$ cat src/rtl/octave_pkg.sv
// Shared definitions for the octave scan sequencer: FSM encoding,
// coordinate width and the per-octave window-border helper.
package octave_pkg;

    localparam int COORD_W = 10;

    localparam logic [1:0] S_IDLE   = 2'd0;
    localparam logic [1:0] S_ACTIVE = 2'd1;
    localparam logic [1:0] S_FLUSH  = 2'd2;
    localparam logic [1:0] S_DONE   = 2'd3;

    // Width of the fill border of octave k, in octave-0 pixels.
    function automatic logic [10:0] oct_border(input int win_radi, input int k);
        return 11'(win_radi << k);
    endfunction

endpackage

$ cat src/rtl/octave_gate.sv
// Decimation and valid-region compare for a single octave. Operates on the
// coordinate of the current strobe; the caller registers the results.
module octave_gate
    import octave_pkg::*;
#(
    parameter int K        = 0,
    parameter int FRAME_H  = 480,
    parameter int WIN_RADI = 9
) (
    input  logic               stb_i,
    input  logic [COORD_W-1:0] x_i,
    input  logic [COORD_W-1:0] y_i,
    output logic               en_o,
    output logic               valid_o
);

    localparam logic [10:0]        BORDER = oct_border(WIN_RADI, K);
    localparam logic [10:0]        Y_END  = 11'(FRAME_H) + BORDER;
    localparam logic [COORD_W-1:0] MASK   = COORD_W'((1 << K) - 1);

    logic [10:0] x_w;
    logic [10:0] y_w;

    assign x_w     = {1'b0, x_i};
    assign y_w     = {1'b0, y_i};
    assign en_o    = stb_i && ((x_i & MASK) == '0) && ((y_i & MASK) == '0);
    assign valid_o = en_o && (y_w >= BORDER) && (x_w >= BORDER) && (y_w < Y_END);

endmodule

$ cat src/rtl/octave_scan_sequencer.sv
// Front-end sequencer: raster coordinates, per-octave enables/valids and
// zero-pixel flush after each frame so the deepest octave drains.
module octave_scan_sequencer
    import octave_pkg::*;
#(
    parameter int DATA_W     = 8,
    parameter int FRAME_W    = 640,
    parameter int FRAME_H    = 480,
    parameter int OCT_N      = 4,
    parameter int WIN_RADI   = 9,
    parameter int FLUSH_ROWS = WIN_RADI << (OCT_N - 1)
) (
    input  logic               clk,
    input  logic               rst_p,
    input  logic               sof,
    input  logic               pix_valid,
    input  logic [DATA_W-1:0]  pix_in,
    output logic               pix_en,
    output logic [DATA_W-1:0]  pix_out,
    output logic [COORD_W-1:0] X,
    output logic [COORD_W-1:0] Y,
    output logic [OCT_N-1:0]   oct_en,
    output logic [OCT_N-1:0]   oct_valid,
    output logic               busy,
    output logic               frame_done,
    output logic               err
);

    localparam logic [COORD_W-1:0] LAST_COL  = COORD_W'(FRAME_W - 1);
    localparam logic [COORD_W-1:0] LAST_ROW  = COORD_W'(FRAME_H - 1);
    localparam logic [COORD_W-1:0] LAST_FROW = COORD_W'(FRAME_H + FLUSH_ROWS - 1);
    localparam logic [COORD_W-1:0] ONE       = COORD_W'(1);

    logic [1:0]         state_q, state_d;
    logic [COORD_W-1:0] col_q, col_d;
    logic [COORD_W-1:0] row_q, row_d;
    logic               err_q, err_d;

    logic               pix_en_q;
    logic [DATA_W-1:0]  pix_q;
    logic [COORD_W-1:0] x_q, y_q;
    logic [OCT_N-1:0]   oct_en_q, oct_valid_q;

    // Strobe of this cycle and its coordinate
    logic               stb;
    logic               flush;
    logic [COORD_W-1:0] cx, cy;
    logic [OCT_N-1:0]   gate_en, gate_vld;

    // Next-state: strobe generation, coordinate advance, FSM and error flag
    always_comb begin
        state_d = state_q;
        col_d   = col_q;
        row_d   = row_q;
        err_d   = err_q;
        stb     = 1'b0;
        flush   = 1'b0;
        cx      = col_q;
        cy      = row_q;
        case (state_q)
            S_IDLE, S_DONE: begin
                state_d = S_IDLE;
                if (sof && pix_valid) begin
                    stb     = 1'b1;
                    cx      = '0;
                    cy      = '0;
                    state_d = S_ACTIVE;
                end
            end
            S_ACTIVE: begin
                if (pix_valid) begin
                    stb = 1'b1;
                    if (sof) begin
                        // Mid-frame start: restart the raster with this pixel
                        cx    = '0;
                        cy    = '0;
                        err_d = 1'b1;
                    end
                end
            end
            S_FLUSH: begin
                stb   = 1'b1;
                flush = 1'b1;
                if (pix_valid || sof) err_d = 1'b1;
            end
            default: state_d = S_IDLE;
        endcase

        if (stb) begin
            if (cx == LAST_COL) begin
                col_d = '0;
                row_d = cy + ONE;
            end else begin
                col_d = cx + ONE;
                row_d = cy;
            end
            if (!flush && cx == LAST_COL && cy == LAST_ROW) state_d = S_FLUSH;
            if (flush && cx == LAST_COL && cy == LAST_FROW) state_d = S_DONE;
        end
    end

    for (genvar k = 0; k < OCT_N; k++) begin : g_oct
        octave_gate #(
            .K        (k),
            .FRAME_H  (FRAME_H),
            .WIN_RADI (WIN_RADI)
        ) u_gate (
            .stb_i   (stb),
            .x_i     (cx),
            .y_i     (cy),
            .en_o    (gate_en[k]),
            .valid_o (gate_vld[k])
        );
    end

    // State, counters and one-cycle-latency output registers
    always_ff @(posedge clk) begin
        if (rst_p) begin
            state_q     <= S_IDLE;
            col_q       <= '0;
            row_q       <= '0;
            err_q       <= 1'b0;
            pix_en_q    <= 1'b0;
            pix_q       <= '0;
            x_q         <= '0;
            y_q         <= '0;
            oct_en_q    <= '0;
            oct_valid_q <= '0;
        end else begin
            state_q     <= state_d;
            col_q       <= col_d;
            row_q       <= row_d;
            err_q       <= err_d;
            pix_en_q    <= stb;
            oct_en_q    <= gate_en;
            oct_valid_q <= gate_vld;
            if (stb) begin
                x_q   <= cx;
                y_q   <= cy;
                pix_q <= flush ? '0 : pix_in;
            end
        end
    end

    assign pix_en     = pix_en_q;
    assign pix_out    = pix_q;
    assign X          = x_q;
    assign Y          = y_q;
    assign oct_en     = oct_en_q;
    assign oct_valid  = oct_valid_q;
    assign busy       = (state_q == S_ACTIVE) || (state_q == S_FLUSH);
    assign frame_done = (state_q == S_DONE);
    assign err        = err_q;

endmodule

$ cat config.mk
export PLATFORM = sky130hd
export DESIGN_NAME = octave_scan_sequencer
export DESIGN_NICKNAME = d
export VERILOG_FILES = /design/src/rtl/octave_pkg.sv /design/src/rtl/octave_gate.sv /design/src/rtl/octave_scan_sequencer.sv
export SDC_FILE = /design/constraint.sdc
export NUM_CORES = 1
export LEC_CHECK = 0
export CAP_MARGIN = 20
export CORE_MARGIN = 10
export CORE_UTILIZATION = 56
export DETAILED_ROUTE_END_ITERATION = 12
export GPL_TIMING_DRIVEN = 0
export HOLD_SLACK_MARGIN = 0.12
export PLACE_DENSITY_LB_ADDON = 0.05
export SLEW_MARGIN = 0
export SYNTH_ARGS = -nofsm -noshare
export SYNTH_HDL_FRONTEND = slang
export SYNTH_SLANG_ARGS = --single-unit
$ cat constraint.sdc
create_clock -name clk -period 5.1 [get_ports clk]
set_input_delay 0.765 -clock clk [delete_from_list [all_inputs] [get_ports clk]]
set_output_delay 0.765 -clock clk [all_outputs]
set_load 0.03 [all_outputs]
==> results of run 1 <==
-- state kept, by name, summed over array words and instances, names as in the netlist --
| signal | count |
|---|---|
| state_q | 2 |
| pix_out | 8 |
| X | 10 |
| Y | 10 |
| oct_en | 4 |
| row_q | 10 |
| oct_valid | 4 |
| err | 1 |
| col_q | 10 |
-- cell families after synthesis --
kind of cell,count (synthesis),share of synthesized area [%]
multiplexers,2,0.690
AND/OR/NAND/NOR,152,26.4
buffers and inverters,44,6.38
flip-flops,59,40.7
XOR/XNOR,3,0.906
AO/OA/AOI/OAI,90,19.7
adder cells (fa/ha/maj),12,5.18
-- power groups by stage --
stage	registers, mW	clock network (mW)	logic [mW]
4_1_cts	0.470	0.527	0.0906
2_1_floorplan	0.490	0	0.0430
3_5_place_dp	0.480	0	0.0898
6_report	0.470	0.524	0.0915
3_3_place_gp	0.480	0	0.0895
5_1_grt	0.470	0.546	0.0991
-- worst reg2reg max path: stages (launching register included) --
cell and delay [ns]:
dfxtp_1 0.36, inv_1 0.07, ha_1 0.27, buf_2 0.17, a2bb2oi_1 0.34, or2_2 0.18, clkbuf_1 0.25, buf_2 0.28
nand2_1 0.16, inv_1 0.15, ha_1 0.23, nand3_1 0.22, nor3_1 0.25, nand4_1 0.31, a2111o_1 0.43, nand2_1 0.07
-- per-layer routing --
layer  vias up  wire, um  global-route usage, %
li1       1423         -                      -
met1      1378      3770                   26.7
met2       146      3750                   31.1
met3        24       723                   4.81
met4         0       192                   8.87
met5         -         0                      0
-- final cells by class --
type,instances,area [um2]
clock inverter,5,100
multi-input combinational,259,1530
tap,70,87.6
inverter,12,45.0
fill,393,1330
sequential,59,1180
clock buffer,11,141
buffer,32,140
timing repair buffer,52,515
-- metrics by stage --
stage,util [%],instance area [um2]
after CTS,73.7,3740
after global placement,68.9,3500
after detailed placement,68.9,3500
final,73.8,3740
after floorplan,-,2900
after global routing,73.8,3740
-- cell usage after synthesis (2+ instances only) --
master	count
nand4_1	8
ha_1	12
nor2_1	24
a211oi_1	3
a21o_1	2
o211ai_1	3
o31a_1	3
o31ai_1	6
o21ai_0	15
nand3b_1	2
mux2i_1	2
clkbuf_1	25
and2_1	2
buf_4	2
a22oi_1	2
dfxtp_1	59
buf_2	4
a31oi_1	3
nand2_1	45
or2_2	2
nor4_1	6
xnor2_1	2
or4_1	3
a21oi_1	37
nand3_1	31
inv_1	12
nor3_1	6
and3_1	16
-- layout by cell type, fill, tap and decap left out, drive strengths merged, types with 7 or more instances in the layout --
cell           count
a21oi             37
and3              16
buf                8
clkbuf            36
clkdlybuf4s50     51
dfxtp             59
ha                12
inv               12
nand2             45
nand3             32
nand4              8
nor2              24
nor4               7
o21ai             15
-- worst max-delay path by stage --
stage                          start  endpoint  slack, ns  depth (start not counted)
final                      pix_valid  row_q[7]       1.20                         13
after global routing       pix_valid  row_q[9]       0.93                         13
after CTS                  pix_valid  col_q[3]       1.29                         14
after detailed placement   pix_valid  col_q[3]       0.94                         14
after global placement     pix_valid  col_q[3]       0.90                         14
after floorplan           state_q[0]  row_q[8]       2.05                         15
==> impl_metrics.tcl, run 1 <==
set metrics [dict create \
    final.setup.tns_ns 0 \
    cp_slowest_cell "clkdlybuf4s50_1" \
    worstPathCellList "clkdlybuf4s50_1 > a2bb2oi_1 > or2_2 > clkbuf_1 > buf_2 > nand2_1 > inv_1 > ha_1 > nand3_1 > nor3_1 > nand4_1 > a2111o_1 > nand2_1" \
    drv_cap 0 \
    vdd_ir_drop_max_mv 0.210 \
    core_area_mm2 0.00507 \
    track_usage_pct 20.4 \
    insertion_delay_ns 0.34 \
    wl_per_cell_um 16.9 \
    grt_antenna_before_repair 0 \
    p_sw_share_pct 23.1 \
    hold_path_class "register to register" \
    arrival_ns 4.18 \
    fmax_mhz 257 \
    io_buffers 51 \
    power_frac_seq_pct 43.3 \
    holdPathStages 2 \
    cts.sinks 59 \
    die_y_um 92.0 \
    yosysWarnings 0 \
    startpoint_type "input pin" \
    power.leakage_nw 1.45 \
    crit_type "input pin to register" \
    required_ns 5.38 \
    r2r-start "state_q[0]" \
    internal_power_mw 0.835 \
    gp_congestion 0.965 \
    rr_endpoint "row_q[7]" \
    finalCriticalPeriod_ns 3.90 \
    synth.area.top_cells "dfxtp_1 (41%), a21oi_1 (6.4%), nand2_1 (5.8%)" \
    hold_ws_ns 0.455 \
    die_area_mm2 0.00846 \
    post-cts-setup-buffer-count 0 \
    avgSynthCellArea_um2 8.01 \
    power_switching_mw 0.251 \
    numCtsBuffers 9 \
    clock_skew_ns 0.00726 \
    grt_remaining_overflow 0 \
    vias_per_cell 5.94 \
    synth_cells 362 \
    grt_pass1_vias 2821 \
    yosysSeqAreaShare_pct 40.7 \
    ys_seq_elements 59 \
    fin_nets 449 \
    synthArstFlopShare_pct 0 \
    rsz0062_at_grt "no" \
    setup_ws_ns 1.20 \
    area_growth_pct 29.1 \
    cp_num_buf_inv 4 \
    layout-drive-gt1-share_pct 6.51 \
    cts.repair.resized 0 \
    final.period_utilization_pct 76.4 \
    grt_pass1_wl_um 14100 \
    synth_nets 386 \
    worstHoldStart "X[1]" \
    cp_top_family "buffers and inverters" \
    cts_buffer_depth 2 \
    cp_common_cell "nand2_1" \
    dp_hpwl_um 6050 \
    worst_path_largest_cell_delay_ns 0.53 \
    synth_top_area_share_pct 40.7 \
    powerDensity_mw_per_mm2 290 \
    synth_area_mm2 0.00290 \
    pwr-share-clk_pct 48.3 \
    min_to "X[1]" \
    path_max_fanout 10 \
    status "finished, final reports clean" \
    die_width_um 92.0 \
    holdBufCountCts 0 \
    stdcell_count 500 \
    antenna_cells 0 \
    cts_tree "done" \
    start_util_pct 57.1 \
    clk_pin_slew_ns 0.07 \
    slew_headroom_pct 59.1 \
    worst_setup_path_end_kind "register" \
    num_rows 26 \
    synth_flop_cell "dfxtp_1" \
    r2r_slack_ns 1.30 \
    drt_iter0_drc 388 \
    grt_max_degree 11 \
    finalHoldViolCount 0 \
    r2r.worst_path.cells 15 \
    setup_viol 0 \
    drc 0 \
    drtAntennaViolNets 0 \
    fin_total_pwr_mw 1.09 \
    ios 52 \
    netlist-cell-type-count 53 \
    maxSlewViolCount 0 \
    comb_power_share_pct 8.4 \
    place_inst 483 \
    worstMarginPinSlew_ns 0.610 \
    drt_pre_antenna_iters 5 \
    place_ws_ns 0.944 \
    finalWirelength_um 8440 \
    dr_total_vias 2971 \
    clock-root-buffer "clkbuf_8" \
    h-tree-depth 3 \
    synth-edff-count 0 \
    synth_area_leader_cell "dfxtp_1" \
]
Note: power is estimated with default switching activity, not from simulation.
==> run 2: changes to the inputs <==
Settings changed: CORE_UTILIZATION 56 to 52.
Clock period 5.1 ns to 3.8 ns, I/O delays scaled along.
==> run 2 against run 1 <==
Worst setup slack worse by 0.97 ns; non-clock buffer count did not move; via count decreased by 1.8%; sequential power is 34% higher; final cell count rose by 0.20%; clock power about the same.
==> impl_metrics.tcl, run 2 (synthesis results as in run 1) <==
set metrics [dict create \
    status "finished, final reports clean" \
    arrival_ns 3.83 \
    cp_top_family "simple AND/OR/NAND/NOR gates" \
    area_growth_pct 27.7 \
    grt_pass1_wl_um 13400 \
    die_area_mm2 0.00896 \
    grt_remaining_overflow 0 \
    dr_total_vias 2919 \
    fmax_mhz 281 \
    worstPathCellList "inv_1 > ha_1 > buf_2 > a2bb2oi_2 > or2_2 > buf_2 > nand2_1 > inv_1 > ha_1 > nand3_1 > nor4_4 > nand3_2 > or4_1 > a21oi_1" \
    ios 52 \
    cp_num_buf_inv 4 \
    clock-root-buffer "clkbuf_8" \
    cts.sinks 59 \
    grt_pass1_vias 2591 \
    drc 0 \
    mostFrequentLayoutCells "dfxtp_1 (59), clkdlybuf4s50_1 (51), nand2_1 (45)" \
    dp_hpwl_um 6080 \
    slew_headroom_pct 31.2 \
    drv_cap 0 \
    cts_buffer_depth 2 \
    vdd_ir_drop_max_mv 0.252 \
    wl_per_cell_um 16.9 \
    final.period_utilization_pct 93.8 \
    multi_input_area_mm2 0.00155 \
    drt_iter0_drc 262 \
    power.leakage_nw 1.43 \
    numCtsBuffers 9 \
    hold_ws_ns 0.451 \
    die_width_um 94.7 \
    final_common_cell "dfxtp_1" \
    h-tree-depth 3 \
    die_y_um 94.7 \
    seqCellArea_mm2 0.00118 \
    grt_antenna_before_repair 0 \
    final.setup.tns_ns 0 \
    cp_slowest_cell "nor4_4" \
    vias_per_cell 5.83 \
    grt_max_degree 11 \
    finalCriticalPeriod_ns 3.56 \
    startpoint_type "register" \
    start_util_pct 53.0 \
    core_area_mm2 0.00547 \
    worst_setup_path_end_kind "register" \
    finalWirelength_um 8480 \
    io_buffers 51 \
    drtAntennaViolNets 0 \
    num-fill-cells 486 \
    antenna_cells 0 \
    powerDensity_mw_per_mm2 345 \
    setup_viol 0 \
    required_ns 4.06 \
    drt_pre_antenna_iters 5 \
    place_inst 485 \
    finalHoldViolCount 0 \
    path_max_fanout 10 \
    worst_path_largest_cell_delay_ns 0.47 \
    hold_path_class "register to register" \
    num_rows 27 \
    clock_skew_ns 0.00899 \
    gp_congestion 0.918 \
    insertion_delay_ns 0.33 \
    fin_nets 449 \
    crit_type "register to register" \
    clk_pin_slew_ns 0.06 \
    utilization_pct 67.6 \
    stdcell_count 501 \
    holdBufCountCts 0 \
    cts_tree "done" \
    worstMarginPinSlew_ns 1.02 \
    track_usage_pct 18.7 \
    layout-drive-gt1-share_pct 6.99 \
    maxSlewViolCount 0 \
]
[run 2: final timing paths]
check	cells past startpoint	start	end	slack (ns)
max	14	state_q[0]	row_q[8]	0.24
min	2	Y[8]	Y[8]	0.45
max reg2reg	14	state_q[0]	row_q[8]	0.24
min reg2reg	2	Y[8]	Y[8]	0.45
[run 2: layer usage]
| metal | up-vias | routed length [um] | track usage, % |
|---|---|---|---|
| li1 | 1424 | - | - |
| met5 | - | 0 | 0 |
| met3 | 14 | 700 | 5.08 |
| met4 | 0 | 138 | 6.98 |
| met1 | 1354 | 3890 | 25.3 |
| met2 | 127 | 3750 | 28.0 |
[run 2: metrics by stage]
step           power, mW  cell area [um2]  worst slack, ns
3_5_place_dp       0.767             3500           -0.189
6_report            1.28             3700            0.235
5_1_grt             1.31             3700         -0.00107
3_3_place_gp       0.766             3500           -0.200
4_1_cts             1.28             3680          0.00891
2_1_floorplan      0.715             2900            0.755
[run 2: worst min-delay path: stages, from the launching register on]
cell	delay, ns
dfxtp_1	0.31
nand2_1	0.05
a21oi_1	0.05
[run 2: layout make-up]
class                      instances  area share [%]
inverter                          12            1.22
sequential                        59            31.9
buffer                            31            3.68
clock inverter                     2           0.270
multi-input combinational        259            41.7
clock buffer                      13            4.56
tap                               72            2.43
timing repair buffer              53            14.2
[run 2: timing repair]
item / CTS / global route
buffers inserted: 0 / 2
gates resized for setup: 0 / 2
setup endpoints to repair: 0 / 15
hold endpoints to repair: 0 / 0
[run 2: report_power, final]
group	internal, mW	leakage, nW	switching [mW]
sequential	0.627	0.477	0.00398
clock	0.285	0.0953	0.237
combinational	0.0429	0.853	0.0810
total	0.954	1.43	0.322
